<file path="src/rtl/uart_tx_scheduler.sv">
// rtl/uart_tx_scheduler.sv - two-port round-robin byte arbiter with message lock, 8N1 UART serialiser
`timescale 1ns/1ps
module uart_tx_scheduler #(
  parameter int CLOCK_FREQ = 10000000,
  parameter int BAUD_RATE  = 115200
) (
  input  logic       CLK,
  input  logic       RSTb,
  input  logic [7:0] p0_data,
  input  logic       p0_valid,
  input  logic       p0_lock,
  output logic       p0_ready,
  input  logic [7:0] p1_data,
  input  logic       p1_valid,
  input  logic       p1_lock,
  output logic       p1_ready,
  output logic       grant,
  output logic       busy,
  output logic       uart_tx
);

  localparam int DIV = (CLOCK_FREQ + BAUD_RATE / 2) / BAUD_RATE;
  localparam int CW  = $clog2(DIV);
  localparam logic [CW-1:0] BAUD_LAST = CW'(DIV - 1);

  typedef enum logic [1:0] {S_IDLE, S_START, S_DATA, S_STOP} state_t;

  state_t        state_q, state_d;
  logic [CW-1:0] baud_q, baud_d;
  logic [2:0]    bit_q, bit_d;
  logic [7:0]    shift_q, shift_d;
  logic          grant_q, grant_d;
  logic          rr_q, rr_d;
  logic          own_valid_q, own_valid_d;
  logic          own_id_q, own_id_d;

  logic win;
  logic win_valid;
  logic baud_last;

  always_ff @(posedge CLK or negedge RSTb) begin
    if (!RSTb) begin
      state_q     <= S_IDLE;
      baud_q      <= '0;
      bit_q       <= '0;
      shift_q     <= '0;
      grant_q     <= 1'b0;
      rr_q        <= 1'b0;
      own_valid_q <= 1'b0;
      own_id_q    <= 1'b0;
    end else begin
      state_q     <= state_d;
      baud_q      <= baud_d;
      bit_q       <= bit_d;
      shift_q     <= shift_d;
      grant_q     <= grant_d;
      rr_q        <= rr_d;
      own_valid_q <= own_valid_d;
      own_id_q    <= own_id_d;
    end
  end

  // A locked owner is the only candidate; otherwise a tie goes to the port not served last.
  always_comb begin
    win       = 1'b0;
    win_valid = 1'b0;
    if (state_q == S_IDLE) begin
      if (own_valid_q) begin
        win       = own_id_q;
        win_valid = own_id_q ? p1_valid : p0_valid;
      end else if (p0_valid && p1_valid) begin
        win       = ~rr_q;
        win_valid = 1'b1;
      end else if (p1_valid) begin
        win       = 1'b1;
        win_valid = 1'b1;
      end else if (p0_valid) begin
        win       = 1'b0;
        win_valid = 1'b1;
      end
    end
  end

  assign p0_ready  = win_valid & ~win;
  assign p1_ready  = win_valid & win;
  assign baud_last = (baud_q == BAUD_LAST);

  always_comb begin
    state_d     = state_q;
    baud_d      = baud_q;
    bit_d       = bit_q;
    shift_d     = shift_q;
    grant_d     = grant_q;
    rr_d        = rr_q;
    own_valid_d = own_valid_q;
    own_id_d    = own_id_q;
    case (state_q)
      S_IDLE: begin
        if (win_valid) begin
          shift_d     = win ? p1_data : p0_data;
          grant_d     = win;
          rr_d        = win;
          own_valid_d = win ? p1_lock : p0_lock;
          own_id_d    = win;
          baud_d      = '0;
          state_d     = S_START;
        end
      end
      S_START: begin
        if (baud_last) begin
          baud_d  = '0;
          bit_d   = '0;
          state_d = S_DATA;
        end else begin
          baud_d = baud_q + 1'b1;
        end
      end
      S_DATA: begin
        if (baud_last) begin
          baud_d  = '0;
          shift_d = {1'b0, shift_q[7:1]};
          if (bit_q == 3'd7) begin
            bit_d   = '0;
            state_d = S_STOP;
          end else begin
            bit_d = bit_q + 3'd1;
          end
        end else begin
          baud_d = baud_q + 1'b1;
        end
      end
      S_STOP: begin
        if (baud_last) begin
          baud_d  = '0;
          state_d = S_IDLE;
        end else begin
          baud_d = baud_q + 1'b1;
        end
      end
      default: begin
        baud_d  = '0;
        state_d = S_IDLE;
      end
    endcase
  end

  // Decoded from state so an asynchronous reset forces the line high at once.
  always_comb begin
    uart_tx = 1'b1;
    case (state_q)
      S_START: uart_tx = 1'b0;
      S_DATA:  uart_tx = shift_q[0];
      default: uart_tx = 1'b1;
    endcase
  end

  assign busy  = (state_q != S_IDLE);
  assign grant = grant_q;

endmodule

</file>
<file path="config.mk">
export PLATFORM = sky130hd
export DESIGN_NAME = uart_tx_scheduler
export DESIGN_NICKNAME = d
export VERILOG_FILES = /design/src/rtl/uart_tx_scheduler.sv
export SDC_FILE = /design/constraint.sdc
export NUM_CORES = 1
export LEC_CHECK = 0
export ABC_AREA = 0
export BUFFER_PORTS_ARGS = -buffer_cell sky130_fd_sc_hd__buf_2
export CAP_MARGIN = 5
export CORE_MARGIN = 5
export CORE_UTILIZATION = 24
export CTS_CLUSTER_DIAMETER = 30
export DETAILED_ROUTE_END_ITERATION = 12
export PLACE_DENSITY_LB_ADDON = 0.15
export SKIP_CTS_REPAIR_TIMING = 1
export SYNTH_ARGS = -nofsm -noshare
export SYNTH_HDL_FRONTEND = slang
export SYNTH_SLANG_ARGS = --single-unit
</file>
<file path="constraint.sdc">
create_clock -name CLK -period 3.25 [get_ports CLK]
set_input_delay 0.4875 -clock CLK [delete_from_list [all_inputs] [get_ports CLK]]
set_output_delay 0.4875 -clock CLK [all_outputs]
set_load 0.01 [all_outputs]
</file>
==> impl_metrics.py <==
metrics = {
    "min_path": {
        "hold_class": "primary input to asynchronous set/reset pin",
    },
    "global_route": {
        "globalRoute.totalOverflow": 0,
        "grt_max_degree": 24,
        "antenna_found_initial": 0,
        "grt_pass1_vias": 1278,
        "grt_first_pass_wirelength_mm": 6.18,
        "grt_usage_pct": 9.89,
    },
    "sta": {
        "slew_headroom_pct": 45.6,
        "tightest_slew_ns": 0.811,
        "period_needed_ns": 2.37,
        "rsz0062_at_grt": "no",
        "setup_violations": 0,
        "fmax_mhz": 422,
        "drv_slew": 0,
        "hold_ws_ns": 0.195,
        "hold_viol": 0,
        "fin_crit_sh_pct": 72.9,
        "fin_skew_ns": 0.00890,
        "tns_ns": 0,
    },
    "floorplanning": {
        "die_h_um": 89.3,
        "ios": 27,
        "die_area_um2": 7970,
        "initial_core_util_pct": 25.0,
        "die_w_um": 89.3,
        "core_area_um2": 6030,
        "row_count": 28,
    },
    "pwr": {
        "ir_worst_vdd_uv": 258,
        "p_per_area_nw_per_um2": 861,
        "leakagePower_nw": 0.808,
    },
    "detailed_routing": {
        "drt_iter0_drc": 31,
        "vias_per_cell": 4.73,
        "ant_nets": 0,
        "dr.pass1.iters": 4,
        "drt-wirelength-per-cell_um": 14.2,
        "m1WireLength_mm": 1.55,
        "wl_mm": 3.57,
        "vias": 1186,
        "wl_met2_mm": 1.83,
        "highest_layer": "met4",
        "met3_length_um": 159,
        "route.detailed.drc": 0,
    },
    "yosys": {
        "syn_area_um2": 1510,
        "yosys_warnings": 0,
        "synth_edf_count": 0,
        "async_reset_ff_share_pct": 100,
        "syn-num-nets": 182,
        "ys_types": 44,
        "avgSynthCellArea_um2": 9.98,
        "synth-seq-cells": 22,
        "synthCells": 151,
        "ys.flop_type": "dfrtp_1",
        "yosysSeqAreaShare_pct": 36.5,
    },
    "setup_path": {
        "crit_slowest_cell": "ha_1",
        "critPathBufInv": 1,
        "cp_slowest_stage_delay_ns": 0.66,
        "crit_family": "adder cells",
        "arrival_ns": 2.49,
        "startpoint_type": "flop",
        "crit_required_ns": 3.38,
        "crit_chain": "inv_1 -> ha_1 -> and4_4 -> o21ba_1 -> o32ai_1",
        "path_max_fanout": 23,
        "critical_path_class": "flop to flop",
        "critPathCaptureType": "flop",
    },
    "clock_network": {
        "cts-htree-levels": 1,
        "clockBufferDepth": 2,
        "tritoncts": "done",
        "ctsRootBufferMaster": "clkbuf_8",
        "clk_latency_ns": 0.27,
        "cts_buffers": 3,
        "clkSinkCount": 22,
        "path_clk_slew_ns": 0.09,
    },
    "cells_and_area": {
        "n_antenna_cell": 0,
        "syn2layout_area_growth_pct": 16.8,
        "finalNetCount": 208,
        "final_common_cell": "buf_2",
        "most-common-layout-cells": "26 x buf_2, 22 x dfrtp_1, 19 x nor2_1",
        "drive_above_1_share_pct": 28.4,
    },
    "flow_run": {
        "drv_cap": 0,
    },
    "place": {
        "dp.final_hpwl_mm": 2.68,
        "port_buffers": 26,
        "place_congestion": 0.754,
    },
    "status": {
        "status": "finished, final reports clean",
    },
}
## worst paths after layout
check / start / endpoint / slack [ns] / cells past startpoint
setup / recovery: state_q[0]$_DFFE_PN0P_ / shift_q[7]$_DFFE_PN0P_ / 0.88 / 5
hold / removal: RSTb / shift_q[1]$_DFFE_PN0P_ / 0.19 / 1
setup reg to reg: state_q[0]$_DFFE_PN0P_ / shift_q[7]$_DFFE_PN0P_ / 0.88 / 5
hold reg to reg: bit_q[1]$_DFFE_PN0P_ / bit_q[1]$_DFFE_PN0P_ / 0.51 / 1
max in group asynchronous: RSTb / baud_q[6]$_DFFE_PN0P_ / 2.69 / 1
min in group CLK: p0_lock / own_valid_q$_DFFE_PN0P_ / 0.46 / 3
## report_power, final
part	switching (mW)	internal, mW
Clock	0.0947	0.165
Sequential	0.103	0.378
Combinational	0.433	0.342
Total	0.631	0.885
## per-stage QoR
stage                     std cells  power [mW]  instance area (um^2)  util [%]  worst slack, ns
after global placement          247        1.25                  1690      28.0            0.969
after floorplan                 151        1.09                  1510         -             1.53
after global routing            251        1.66                  1760      29.2            0.674
after CTS                       251        1.54                  1760      29.2            0.851
after detailed placement        247        1.28                  1690      28.0            0.847
final                           251        1.52                  1760      29.2            0.882
## cells by family after synthesis
logic type	Yosys count	synth area share [%]
AO/OA/AOI/OAI	46	26.1
XOR/XNOR	1	0.581
adder cells (fa/ha/maj)	9	7.47
buffers and inverters	20	6.80
flip-flops	22	36.5
multiplexers	11	8.05
AND/OR/NAND/NOR	42	14.4
## cells in the mapped netlist, types with 3 or more instances
cell type	number	area, um^2
a21oi_1	9	45.0
buf_6	3	33.8
dfrtp_1	22	551
ha_1	9	113
inv_1	14	52.6
mux2_2	8	90.1
nand2_1	7	26.3
nand2b_1	4	25.0
nor2_1	19	71.3
o21ai_0	6	30.0
o21ai_1	4	20.0
o32ai_2	7	114
## worst register-to-register path, cell delays in order, from the launching register on
cell and delay, ns:
dfrtp_1 0.42, inv_1 0.12, ha_1 0.67, and4_4 0.42
o21ba_1 0.43, o32ai_1 0.16
## layer usage
metal | vias to the layer above | GRT usage [%]
met1 | 561 | 12.0
met4 | 0 | 1.62
met2 | 22 | 17.5
met3 | 2 | 2.95
li1 | 601 | -
met5 | - | 0
## final cells by class
type                       count  area, um^2
multi-input combinational    109         855
inverter                      14        52.6
timing repair buffer          27         138
clock inverter                 1        30.0
clock buffer                   3        41.3
fill                         652        4270
tap                           75        93.8
sequential                    22         551
## registers in the layout, summed over array words and instances, names as in the netlist
name         count
baud_q           7
bit_q            3
own_id_q         1
own_valid_q      1
shift_q          8
state_q          2
No activity file was read; power rests on OpenSTA's default activity.
